===== src/rtl/act_buf_pkg.sv =====
// Shared definitions for the activation-buffer reader/writer pair.
// Contents: buffer geometry and the reader FSM state encoding.
package act_buf_pkg;

    localparam int unsigned ACT_BYTES_PER_WORD = 2;
    localparam int unsigned ACT_BUF_DEPTH      = 8192;

    localparam logic [1:0] ST_IDLE  = 2'd0;
    localparam logic [1:0] ST_READ  = 2'd1;
    localparam logic [1:0] ST_DRAIN = 2'd2;

endpackage


===== src/rtl/act_buf_stream_reader_if.sv =====
// Bus bundle for act_buf_stream_reader: writer sync handshake, ActBuf port 0
// read side, byte stream output and the end-of-transfer pulse.
// Optional feature macro: ACT_RD_TLAST_EN adds actOut_V_V_TLAST.
// Modports: master = reader side, slave = environment (writer/BRAM/sink).
interface act_buf_stream_reader_if #(
    parameter int unsigned AWIDTH = 13,
    parameter int unsigned DWIDTH = 16
);
    logic              SyncSig_V;
    logic              SyncSig_V_ap_vld;
    logic              SyncSig_V_ap_ack;
    logic [AWIDTH-1:0] ActBuf_Data_address0;
    logic              ActBuf_Data_ce0;
    logic [DWIDTH-1:0] ActBuf_Data_q0;
    logic [7:0]        actOut_V_V_TDATA;
    logic              actOut_V_V_TVALID;
    logic              actOut_V_V_TREADY;
`ifdef ACT_RD_TLAST_EN
    logic              actOut_V_V_TLAST;
`endif
    logic              rd_done;

    modport master (
        input  SyncSig_V,
        input  SyncSig_V_ap_vld,
        input  ActBuf_Data_q0,
        input  actOut_V_V_TREADY,
        output SyncSig_V_ap_ack,
        output ActBuf_Data_address0,
        output ActBuf_Data_ce0,
        output actOut_V_V_TDATA,
        output actOut_V_V_TVALID,
`ifdef ACT_RD_TLAST_EN
        output actOut_V_V_TLAST,
`endif
        output rd_done
    );

    modport slave (
        output SyncSig_V,
        output SyncSig_V_ap_vld,
        output ActBuf_Data_q0,
        output actOut_V_V_TREADY,
        input  SyncSig_V_ap_ack,
        input  ActBuf_Data_address0,
        input  ActBuf_Data_ce0,
        input  actOut_V_V_TDATA,
        input  actOut_V_V_TVALID,
`ifdef ACT_RD_TLAST_EN
        input  actOut_V_V_TLAST,
`endif
        input  rd_done
    );

endinterface


===== src/rtl/act_buf_stream_reader_fifo.sv =====
// act_word_fifo2: 2-entry word FIFO between the BRAM read port and the byte
// unpacker. Simultaneous push and pop are allowed and leave count unchanged.
// Ports: clk, rst (sync, active-high), push/pushData, pop, head (oldest
// entry), count (0..2).
module act_word_fifo2 #(
    parameter int unsigned DWIDTH = 16
) (
    input  logic              clk,
    input  logic              rst,
    input  logic              push,
    input  logic [DWIDTH-1:0] pushData,
    input  logic              pop,
    output logic [DWIDTH-1:0] head,
    output logic [1:0]        count
);
    logic [DWIDTH-1:0] mem [2];
    logic              wrPtr;
    logic              rdPtr;
    logic              doPush;
    logic              doPop;

    // Protect the pointers against a caller pushing when full or popping when empty
    assign doPop  = pop & (count != 2'd0);
    assign doPush = push & ((count != 2'd2) | doPop);
    assign head   = mem[rdPtr];

    // Storage and pointers
    always_ff @(posedge clk) begin
        if (rst) begin
            wrPtr  <= 1'b0;
            rdPtr  <= 1'b0;
            count  <= 2'd0;
            mem[0] <= '0;
            mem[1] <= '0;
        end else begin
            if (doPush) begin
                mem[wrPtr] <= pushData;
                wrPtr      <= ~wrPtr;
            end
            if (doPop) begin
                rdPtr <= ~rdPtr;
            end
            count <= count + 2'(doPush) - 2'(doPop);
        end
    end

endmodule


===== src/rtl/act_buf_stream_reader.sv =====
// act_buf_stream_reader: waits for the writer's SyncSig handshake, reads
// NUM_WORDS words from ActBuf port 0 (1-cycle read latency) and streams them
// low byte first on an 8-bit AXI-Stream, then pulses rd_done.
// Ports: ap_clk, ap_rst (sync, active-high); bus (master modport) carries
// SyncSig_V/_ap_vld/_ap_ack, ActBuf_Data_address0/ce0/q0,
// actOut_V_V_TDATA/TVALID/TREADY, rd_done.
// Optional feature macro: ACT_RD_TLAST_EN drives actOut_V_V_TLAST on the
// high byte of the final word.
module act_buf_stream_reader
    import act_buf_pkg::*;
#(
    parameter int unsigned AWIDTH    = 13,
    parameter int unsigned DWIDTH    = 16,
    parameter int unsigned NUM_WORDS = ACT_BUF_DEPTH
) (
    input  logic                    ap_clk,
    input  logic                    ap_rst,
    act_buf_stream_reader_if.master bus
);
    localparam int unsigned       BYTE_W    = DWIDTH / ACT_BYTES_PER_WORD;
    localparam logic [AWIDTH-1:0] LAST_ADDR = AWIDTH'(NUM_WORDS - 1);

    logic [1:0]        state;
    logic [1:0]        stateNxt;
    logic [AWIDTH-1:0] issueCnt;
    logic [AWIDTH-1:0] issueCntNxt;
    logic [AWIDTH-1:0] addrQ;
    logic [AWIDTH-1:0] addrNxt;
    logic [AWIDTH-1:0] popCnt;
    logic              ackQ;
    logic              ackNxt;
    logic              syncQ;
    logic              syncNxt;
    logic              ce0Q;
    logic              ce0Nxt;
    logic              pendQ;
    logic              doneQ;
    logic              doneNxt;
    logic              byteSel;

    logic [DWIDTH-1:0] head;
    logic [1:0]        count;
    logic              tvalid;
    logic              xfer;
    logic              popWord;
    logic              lastPop;
    logic [2:0]        creditUsed;
    logic              canIssue;
    logic              issueNow;

    // Word buffer; pendQ marks the cycle in which q0 carries a requested word
    act_word_fifo2 #(.DWIDTH(DWIDTH)) uFifo (
        .clk      (ap_clk),
        .rst      (ap_rst),
        .push     (pendQ),
        .pushData (bus.ActBuf_Data_q0),
        .pop      (popWord),
        .head     (head),
        .count    (count)
    );

    assign tvalid  = (count != 2'd0);
    assign xfer    = tvalid & bus.actOut_V_V_TREADY;
    assign popWord = xfer & byteSel;
    assign lastPop = popWord & (popCnt == LAST_ADDR);

    // ce0 is registered, so the decision made now shows up as next cycle's
    // fifo_count + inflight; counting this cycle's pop keeps 1 byte/cycle
    assign creditUsed = 3'(count) + 3'(pendQ) + 3'(ce0Q) - 3'(popWord);
    assign canIssue   = (creditUsed < 3'd2);

    // First read goes out during the ack cycle itself, keeping ack inside IDLE
    assign issueNow = ((state == ST_READ) & canIssue) |
                      ((state == ST_IDLE) & ackQ & syncQ);

    // Next-state and registered-output logic
    always_comb begin
        stateNxt    = state;
        issueCntNxt = issueCnt;
        addrNxt     = addrQ;
        ackNxt      = 1'b0;
        syncNxt     = syncQ;
        ce0Nxt      = 1'b0;
        doneNxt     = 1'b0;

        case (state)
            ST_IDLE: begin
                issueCntNxt = '0;
                if (!ackQ && bus.SyncSig_V_ap_vld) begin
                    ackNxt  = 1'b1;
                    syncNxt = bus.SyncSig_V;
                end
            end
            ST_READ: begin
            end
            ST_DRAIN: begin
                issueCntNxt = '0;
                if (lastPop) begin
                    doneNxt  = 1'b1;
                    stateNxt = ST_IDLE;
                end
            end
            default: begin
                stateNxt = ST_IDLE;
            end
        endcase

        if (issueNow) begin
            ce0Nxt  = 1'b1;
            addrNxt = issueCnt;
            if (issueCnt == LAST_ADDR) begin
                stateNxt = ST_DRAIN;
            end else begin
                issueCntNxt = issueCnt + AWIDTH'(1);
                stateNxt    = ST_READ;
            end
        end
    end

    // FSM and handshake registers
    always_ff @(posedge ap_clk) begin
        if (ap_rst) begin
            state    <= ST_IDLE;
            issueCnt <= '0;
            addrQ    <= '0;
            ackQ     <= 1'b0;
            syncQ    <= 1'b0;
            ce0Q     <= 1'b0;
            pendQ    <= 1'b0;
            doneQ    <= 1'b0;
        end else begin
            state    <= stateNxt;
            issueCnt <= issueCntNxt;
            addrQ    <= addrNxt;
            ackQ     <= ackNxt;
            syncQ    <= syncNxt;
            ce0Q     <= ce0Nxt;
            pendQ    <= ce0Q;
            doneQ    <= doneNxt;
        end
    end

    // Byte unpacker: byte select and index of the word at the FIFO head
    always_ff @(posedge ap_clk) begin
        if (ap_rst) begin
            byteSel <= 1'b0;
            popCnt  <= '0;
        end else begin
            if (xfer) begin
                byteSel <= ~byteSel;
            end
            if (lastPop) begin
                popCnt <= '0;
            end else if (popWord) begin
                popCnt <= popCnt + AWIDTH'(1);
            end
        end
    end

    assign bus.SyncSig_V_ap_ack     = ackQ;
    assign bus.ActBuf_Data_ce0      = ce0Q;
    assign bus.ActBuf_Data_address0 = addrQ;
    assign bus.rd_done              = doneQ;
    assign bus.actOut_V_V_TVALID    = tvalid;
    // Zero when empty so TDATA reads 0 out of reset
    assign bus.actOut_V_V_TDATA     = tvalid ? (byteSel ? head[2*BYTE_W-1:BYTE_W]
                                                        : head[BYTE_W-1:0])
                                             : 8'd0;
`ifdef ACT_RD_TLAST_EN
    assign bus.actOut_V_V_TLAST     = tvalid & byteSel & (popCnt == LAST_ADDR);
`endif

endmodule

===== src/flat_wrapper.sv =====
// flat-port wrapper written by rule: the top's interface ports become plain ports
module act_buf_stream_reader_flat import act_buf_pkg::*;
#(
    parameter int unsigned AWIDTH    = 13,
    parameter int unsigned DWIDTH    = 16,
    parameter int unsigned NUM_WORDS = ACT_BUF_DEPTH
)
  (ap_clk, ap_rst, bus_SyncSig_V, bus_SyncSig_V_ap_vld, bus_ActBuf_Data_q0, bus_actOut_V_V_TREADY, bus_SyncSig_V_ap_ack, bus_ActBuf_Data_address0, bus_ActBuf_Data_ce0, bus_actOut_V_V_TDATA, bus_actOut_V_V_TVALID, bus_rd_done);
  act_buf_stream_reader_if #(.AWIDTH(AWIDTH), .DWIDTH(DWIDTH)) bus_i ();
  input  logic ap_clk;
  input  logic ap_rst;
  input wire logic [$bits(bus_i.SyncSig_V)-1:0] bus_SyncSig_V;
  input wire logic [$bits(bus_i.SyncSig_V_ap_vld)-1:0] bus_SyncSig_V_ap_vld;
  input wire logic [$bits(bus_i.ActBuf_Data_q0)-1:0] bus_ActBuf_Data_q0;
  input wire logic [$bits(bus_i.actOut_V_V_TREADY)-1:0] bus_actOut_V_V_TREADY;
  output wire logic [$bits(bus_i.SyncSig_V_ap_ack)-1:0] bus_SyncSig_V_ap_ack;
  output wire logic [$bits(bus_i.ActBuf_Data_address0)-1:0] bus_ActBuf_Data_address0;
  output wire logic [$bits(bus_i.ActBuf_Data_ce0)-1:0] bus_ActBuf_Data_ce0;
  output wire logic [$bits(bus_i.actOut_V_V_TDATA)-1:0] bus_actOut_V_V_TDATA;
  output wire logic [$bits(bus_i.actOut_V_V_TVALID)-1:0] bus_actOut_V_V_TVALID;
  output wire logic [$bits(bus_i.rd_done)-1:0] bus_rd_done;
  assign bus_i.SyncSig_V = bus_SyncSig_V;
  assign bus_i.SyncSig_V_ap_vld = bus_SyncSig_V_ap_vld;
  assign bus_i.ActBuf_Data_q0 = bus_ActBuf_Data_q0;
  assign bus_i.actOut_V_V_TREADY = bus_actOut_V_V_TREADY;
  assign bus_SyncSig_V_ap_ack = bus_i.SyncSig_V_ap_ack;
  assign bus_ActBuf_Data_address0 = bus_i.ActBuf_Data_address0;
  assign bus_ActBuf_Data_ce0 = bus_i.ActBuf_Data_ce0;
  assign bus_actOut_V_V_TDATA = bus_i.actOut_V_V_TDATA;
  assign bus_actOut_V_V_TVALID = bus_i.actOut_V_V_TVALID;
  assign bus_rd_done = bus_i.rd_done;
  act_buf_stream_reader #(.AWIDTH(AWIDTH), .DWIDTH(DWIDTH), .NUM_WORDS(NUM_WORDS)) u_core (.ap_clk(ap_clk), .ap_rst(ap_rst), .bus(bus_i));
endmodule

===== config.mk =====
export PLATFORM = sky130hd
export DESIGN_NAME = act_buf_stream_reader_flat
export DESIGN_NICKNAME = d
export VERILOG_FILES = /design/src/rtl/act_buf_pkg.sv /design/src/rtl/act_buf_stream_reader_if.sv /design/src/rtl/act_buf_stream_reader_fifo.sv /design/src/rtl/act_buf_stream_reader.sv /design/src/flat_wrapper.sv
export SDC_FILE = /design/constraint.sdc
export NUM_CORES = 1
export LEC_CHECK = 0
export ABC_CLOCK_PERIOD_IN_PS = 3900
export CORE_MARGIN = 2
export CORE_UTILIZATION = 45
export CTS_BUF_LIST = sky130_fd_sc_hd__clkbuf_16
export DETAILED_ROUTE_END_ITERATION = 10
export PLACE_DENSITY_LB_ADDON = 0.2
export SLEW_MARGIN = 20
export SYNTH_ARGS = -nofsm -noshare
export SYNTH_HDL_FRONTEND = slang
export SYNTH_SLANG_ARGS = --single-unit
export TNS_END_PERCENT = 1

===== constraint.sdc =====
create_clock -name ap_clk -period 3.9 [get_ports ap_clk]
set_input_delay 1.17 -clock ap_clk [delete_from_list [all_inputs] [get_ports ap_clk]]
set_output_delay 1.17 -clock ap_clk [all_outputs]
set_load 0.01 [all_outputs]

==> flow_summary.json, run 1 <==
{
  "worstSetupPathType": "input pin to flop",
  "drcViolationCount": 0,
  "cp_max_fo": 6,
  "drt_wl_total_um": 8270,
  "met3_usage_pct": 4.05,
  "diodes": 0,
  "seqCellArea_mm2": 0.00200,
  "cts_buffers": 9,
  "clock-root-buffer": "clkbuf_16",
  "grt_overflow": 0,
  "synth_cells": 373,
  "finalCritPeriodShare_pct": 93.3,
  "drive_gt1_share_pct": 10.9,
  "start_kind": "input pin",
  "synth.avg_cell_area_um2": 10.4,
  "setup-violations-final": 0,
  "worstSkewPairLatency_ps": 330,
  "top_usage_layer": "met2",
  "drtIter0Drc": 160,
  "htreeDepth": 3,
  "core.rowCount": 33,
  "yosysMostFrequentCell": "dfxtp_1",
  "grt_setup_unrepaired": "no",
  "start_util_pct": 46.7,
  "clk_pin_slew_worst_paths_ps": 60,
  "die_area_mm2": 0.00938,
  "cap_violations": 0,
  "critPathRequiredTime_ps": 4160,
  "synth_edf_count": 32,
  "synth_common_cells": "dfxtp_1 (52), nand2_1 (39), and2_1 (34), edfxtp_1 (32), a21oi_1 (21)",
  "outcome": "complete, no violations",
  "synth_largest_area_cell": "dfxtp_1",
  "fp.dieW_um": 96.8,
  "port_buffers": 45,
  "critPathCaptureType": "flop",
  "hold_buffers": 0,
  "ir_drop_v": 0.000249,
  "drt_pre_antenna_iters": 4,
  "die_h_um": 96.8,
  "multiInputGateArea_mm2": 0.00174,
  "ios": 46,
  "leakage_uw": 0.00166,
  "fin_setup_tns_ps": 0,
  "gp_congestion": 0.804,
  "grt_util_met2_pct": 29.8,
  "synth_area_mm2": 0.00388,
  "ys_ff_latch": 84,
  "avgRoutedWirePerCell_um": 15.4,
  "num_vias": 2911,
  "synth_fp_nets": 400,
  "fin_nets": 454,
  "worst_slew_pin_slew_ps": 771,
  "track_usage_pct": 18.3,
  "fill_cells": 728,
  "post-route-util_pct": 57.9,
  "hold_path.class": "flop to flop",
  "clkSinkCount": 84,
  "grt_max_degree": 48,
  "ys_top_cells_by_area": "dfxtp_1 (27%), edfxtp_1 (25%), and2_1 (5.5%)",
  "hold_violations": 0,
  "period_needed_ps": 3640,
  "netlist-cell-type-count": 48,
  "max-slew-margin-rel_pct": 48.4,
  "drtAntennaViolNets": 0,
  "grt_pass1_wl_um": 14000,
  "syn2layout_area_growth_pct": 23.9,
  "synth_seq_area_share_pct": 51.6,
  "cts_tree": "done",
  "antenna_found_initial": 0,
  "synth-async-reset-ratio_pct": 0,
  "slew_violations": 0,
  "vias_per_cell": 5.42,
  "gr-usage-met1_pct": 24.3,
  "cp.arrival_ps": 3890,
  "synth-main-ff-cell": "dfxtp_1",
  "power.density_mw_per_mm2": 409,
  "core_mm2": 0.00830,
  "synth_top_area_share_pct": 26.8,
  "dp_hpwl_um": 5430,
  "fin_skew_ps": 8.60,
  "first_global_vias": 2954,
  "max_freq_mhz": 275,
  "ys_warn_count": 0,
  "cts_buffer_depth": 2
}
==> registers in the layout, indices dropped and copies added (netlist names), named ones only <==
name	cells
u_core.bus.ActBuf_Data_address0	13
u_core.bus.ActBuf_Data_ce0	1
u_core.bus.SyncSig_V_ap_ack	1
u_core.bus.rd_done	1
u_core.byteSel	1
u_core.issueCnt	13
u_core.pendQ	1
u_core.popCnt	13
u_core.state	2
u_core.syncQ	1
u_core.uFifo.count	2
u_core.uFifo.mem	32
u_core.uFifo.rdPtr	1
u_core.uFifo.wrPtr	1
==> critical path, stage by stage <==
cell and delay [ps]:
dlymetal6s2s_1 130, o211ai_1 120, inv_1 90, ha_1 280, inv_1 40, ha_1 260, a21o_1 170, fa_1 460
nor3b_2 230, a32oi_2 110, buf_6 160, or4_1 510, a31oi_1 190
==> where the power goes <==
part	leakage, uW	internal [uW]	switching, uW
clock network	0.000139	486	326
logic	0.000766	96.1	100
registers	0.000750	935	23.1
==> per-layer routing <==
metal,part of all wire (%),wire length (um),up-vias
li1,-,-,1449
met1,46,3820,1385
met2,48,3980,65
met3,4.3,357,12
met4,1.3,111,0
met5,0,0,-
==> path summary, 6_finish.rpt <==
path,start,end,slack [ps],cells past startpoint
setup / recovery,bus_actOut_V_V_TREADY,u_core.issueCnt[3],260,13
hold / removal,u_core.bus.ActBuf_Data_address0[9],u_core.bus.ActBuf_Data_address0[9],450,2
hold reg to reg,u_core.bus.ActBuf_Data_address0[9],u_core.bus.ActBuf_Data_address0[9],450,2
setup reg to reg,u_core.uFifo.count[1],u_core.issueCnt[3],700,12
==> cells in the final DEF (no fill, tap or decap), types with 8 or more instances in the layout <==
| cell | n |
|---|---|
| a21oi_1 | 20 |
| a31oi_1 | 8 |
| and2_1 | 34 |
| buf_4 | 16 |
| clkbuf_16 | 9 |
| clkdlybuf4s50_1 | 44 |
| dfxtp_1 | 52 |
| edfxtp_1 | 32 |
| inv_1 | 13 |
| mux4_2 | 8 |
| nand2_1 | 39 |
| nand3_1 | 8 |
| nand4_1 | 9 |
| nor2_1 | 20 |
| nor2b_1 | 12 |
| o211ai_1 | 13 |
| o21ai_0 | 8 |
| or3_1 | 10 |
| xnor2_1 | 9 |
==> through the flow <==
step | power, uW | area [um^2] | hold WS [ps] | std cells | setup WS, ps
final | 1970 | 4800 | 453 | 537 | 262
after global routing | 2050 | 4800 | 476 | 537 | 114
after CTS | 1980 | 4790 | 454 | 536 | 3.18
after detailed placement | 1160 | 4500 | 446 | 519 | -360
after global placement | 1160 | 4500 | 442 | 519 | -304
after floorplan | 1070 | 3880 | 452 | 373 | 130
==> kinds of logic after synthesis <==
logic type / after synthesis / synth area share, %
fa+ha+maj: 6 / 2.13
mux: 9 / 4.90
buf+inv: 32 / 3.71
simple gates: 166 / 24.0
xor+xnor: 15 / 3.39
compound gates: 61 / 10.2
flops: 84 / 51.6
==> final cells by class <==
| type | instances | area share (%) |
|---|---|---|
| well taps | 105 | 2.73 |
| clock buffers | 9 | 4.69 |
| multi-input cells | 257 | 36.1 |
| flip-flops and latches | 84 | 41.7 |
| repair buffers | 64 | 12.7 |
| clock inverters | 7 | 1.25 |
| inverters | 11 | 0.859 |
==> timing repair <==
action / 4_1_cts / 5_1_grt
buffers inserted: 1 / 0
gates cloned: 0 / 1
resized for setup: 1 / 2
endpoints found under the setup margin: 3 / 25
pin swaps: 2 / 7
Power figures use the tool's default switching activity.
==> inputs of run 2 (changes only) <==
Settings changed: GPL_TIMING_DRIVEN set to 0.
==> flow_summary.json, run 2 (synthesis results as in run 1) <==
{
  "outcome": "complete, no violations",
  "cp.arrival_ps": 3970,
  "grt_max_degree": 17,
  "final_cell_area_mm2": 0.00488,
  "cp_max_fo": 4,
  "reg2reg_to": "u_core.issueCnt[6]",
  "placed_area_mm2": 0.00447,
  "first_global_vias": 2806,
  "pre_cts_ws_ps": -859,
  "core.rowCount": 33,
  "largest_reg_flops": 32,
  "core_mm2": 0.00830,
  "gp_congestion": 0.867,
  "ir_drop_v": 0.000285,
  "worst_slew_pin_slew_ps": 1020,
  "diodes": 0,
  "grt_overflow": 0,
  "start_kind": "input pin",
  "clock-root-buffer": "clkbuf_16",
  "hold_violations": 0,
  "cts_tree": "done",
  "avgRoutedWirePerCell_um": 15.6,
  "die_area_mm2": 0.00938,
  "cts_buffers": 9,
  "antenna_found_initial": 0,
  "grt_util_met2_pct": 28.5,
  "start_util_pct": 46.7,
  "critPathRequiredTime_ps": 4160,
  "track_usage_pct": 18.2,
  "final_common_cell": "dfxtp_1",
  "reg2reg_depth": 13,
  "drcViolationCount": 0,
  "critPathCaptureType": "flop",
  "clkSinkCount": 84,
  "fin_skew_ps": 6.22,
  "grt_setup_unrepaired": "no",
  "port_buffers": 45,
  "dp_hpwl_um": 5670,
  "max-slew-margin-rel_pct": 32.0,
  "drtIter0Drc": 186,
  "cts_buffer_depth": 2,
  "top_usage_layer": "met2",
  "syn2layout_area_growth_pct": 25.8,
  "met3_usage_pct": 3.25,
  "hold_path.class": "flop to flop",
  "post-route-util_pct": 58.8,
  "slew_violations": 0,
  "num_vias": 3000,
  "regMostFlops": "u_core.uFifo.mem",
  "cap_violations": 0,
  "finalCritPeriodShare_pct": 95.1,
  "max_freq_mhz": 270,
  "period_needed_ps": 3710,
  "drt_pre_antenna_iters": 4,
  "clk_pin_slew_worst_paths_ps": 60,
  "power.density_mw_per_mm2": 414,
  "hp-start": "u_core.bus.ActBuf_Data_address0[4]",
  "gr-usage-met1_pct": 25.3,
  "fp.dieW_um": 96.8,
  "rr_startpoint": "u_core.uFifo.count[1]",
  "r2r_slack_ps": 560,
  "hold_end": "u_core.bus.ActBuf_Data_address0[4]",
  "vias_per_cell": 5.51,
  "fin_ws_ps": 192,
  "die_h_um": 96.8,
  "whs_path_depth": 2,
  "leakage_uw": 0.00168,
  "setup-violations-final": 0,
  "fin_nets": 461,
  "drt_wl_total_um": 8480,
  "drtAntennaViolNets": 0,
  "mostFrequentLayoutCells": "dfxtp_1 (52), clkdlybuf4s50_1 (44), nand2_1 (39), and2_1 (34), edfxtp_1 (32)",
  "drive_gt1_share_pct": 12.3,
  "worstSkewPairLatency_ps": 340,
  "grt_pass1_wl_um": 13800,
  "worstSetupPathType": "input pin to flop",
  "htreeDepth": 3,
  "ios": 46
}
[run 2: cell type report]
type	count	area [um^2]
fillers	713	3420
flip-flops and latches	84	2000
multi-input cells	258	1790
repair buffers	49	477
clock buffers	10	250
well taps	105	131
plain buffers	21	128
clock inverters	6	55.1
inverters	11	41.3
[run 2: worst max-delay path, stage by stage]
cell and delay [ps]:
clkbuf_2 110, o211ai_1 110, buf_4 150, inv_1 40, ha_1 270, inv_1 40
ha_1 270, a21o_1 170, fa_1 500, nor3b_4 310, a32oi_2 140, or4_1 490
a31oi_1 180
[run 2: where the power goes]
part | internal, uW | switching (uW) | total (uW) | leakage, uW
Sequential | 935 | 18.9 | 954 | 0.000750
Clock | 528 | 338 | 866 | 0.000160
Combinational | 87.5 | 113 | 201 | 0.000765
Total | 1550 | 470 | 2020 | 0.00168
[run 2: stage by stage]
| stage | hold WS (ps) | TNS, ps | instances | power (uW) |
|---|---|---|---|---|
| global placement | 440 | -20830 | 523 | 1140 |
| detailed placement | 442 | -21990 | 524 | 1140 |
| floorplan | 452 | 0 | 373 | 1070 |
| global route | 479 | 0 | 544 | 2080 |
| CTS | 452 | 0 | 542 | 2000 |
| finish | 447 | 0 | 544 | 2020 |
[run 2: worst max-delay path by stage]
stage | to | start | slack (ps)
floorplan | u_core.issueCnt[6] | bus_actOut_V_V_TREADY | 130
global placement | u_core.issueCnt[8] | bus_actOut_V_V_TREADY | -800
detailed placement | u_core.issueCnt[11] | bus_actOut_V_V_TREADY | -860
CTS | u_core.issueCnt[6] | bus_actOut_V_V_TREADY | 30
global route | u_core.issueCnt[6] | bus_actOut_V_V_TREADY | 30
finish | u_core.issueCnt[6] | bus_actOut_V_V_TREADY | 190
[run 2: routing by layer]
metal  up-vias  wire [um]
met1      1426       3950
li1       1473          -
met3        10        437
met5         -          0
met2        91       3980
met4         0        116
[run 2: timing repair]
item                                    in CTS  in global routing
gates cloned                                 0                  2
setup buffers                                2                  0
pin swaps                                    3                 11
resized for setup                            8                 14
endpoints found under the setup margin      29                 24
hold buffers                                 0                  0
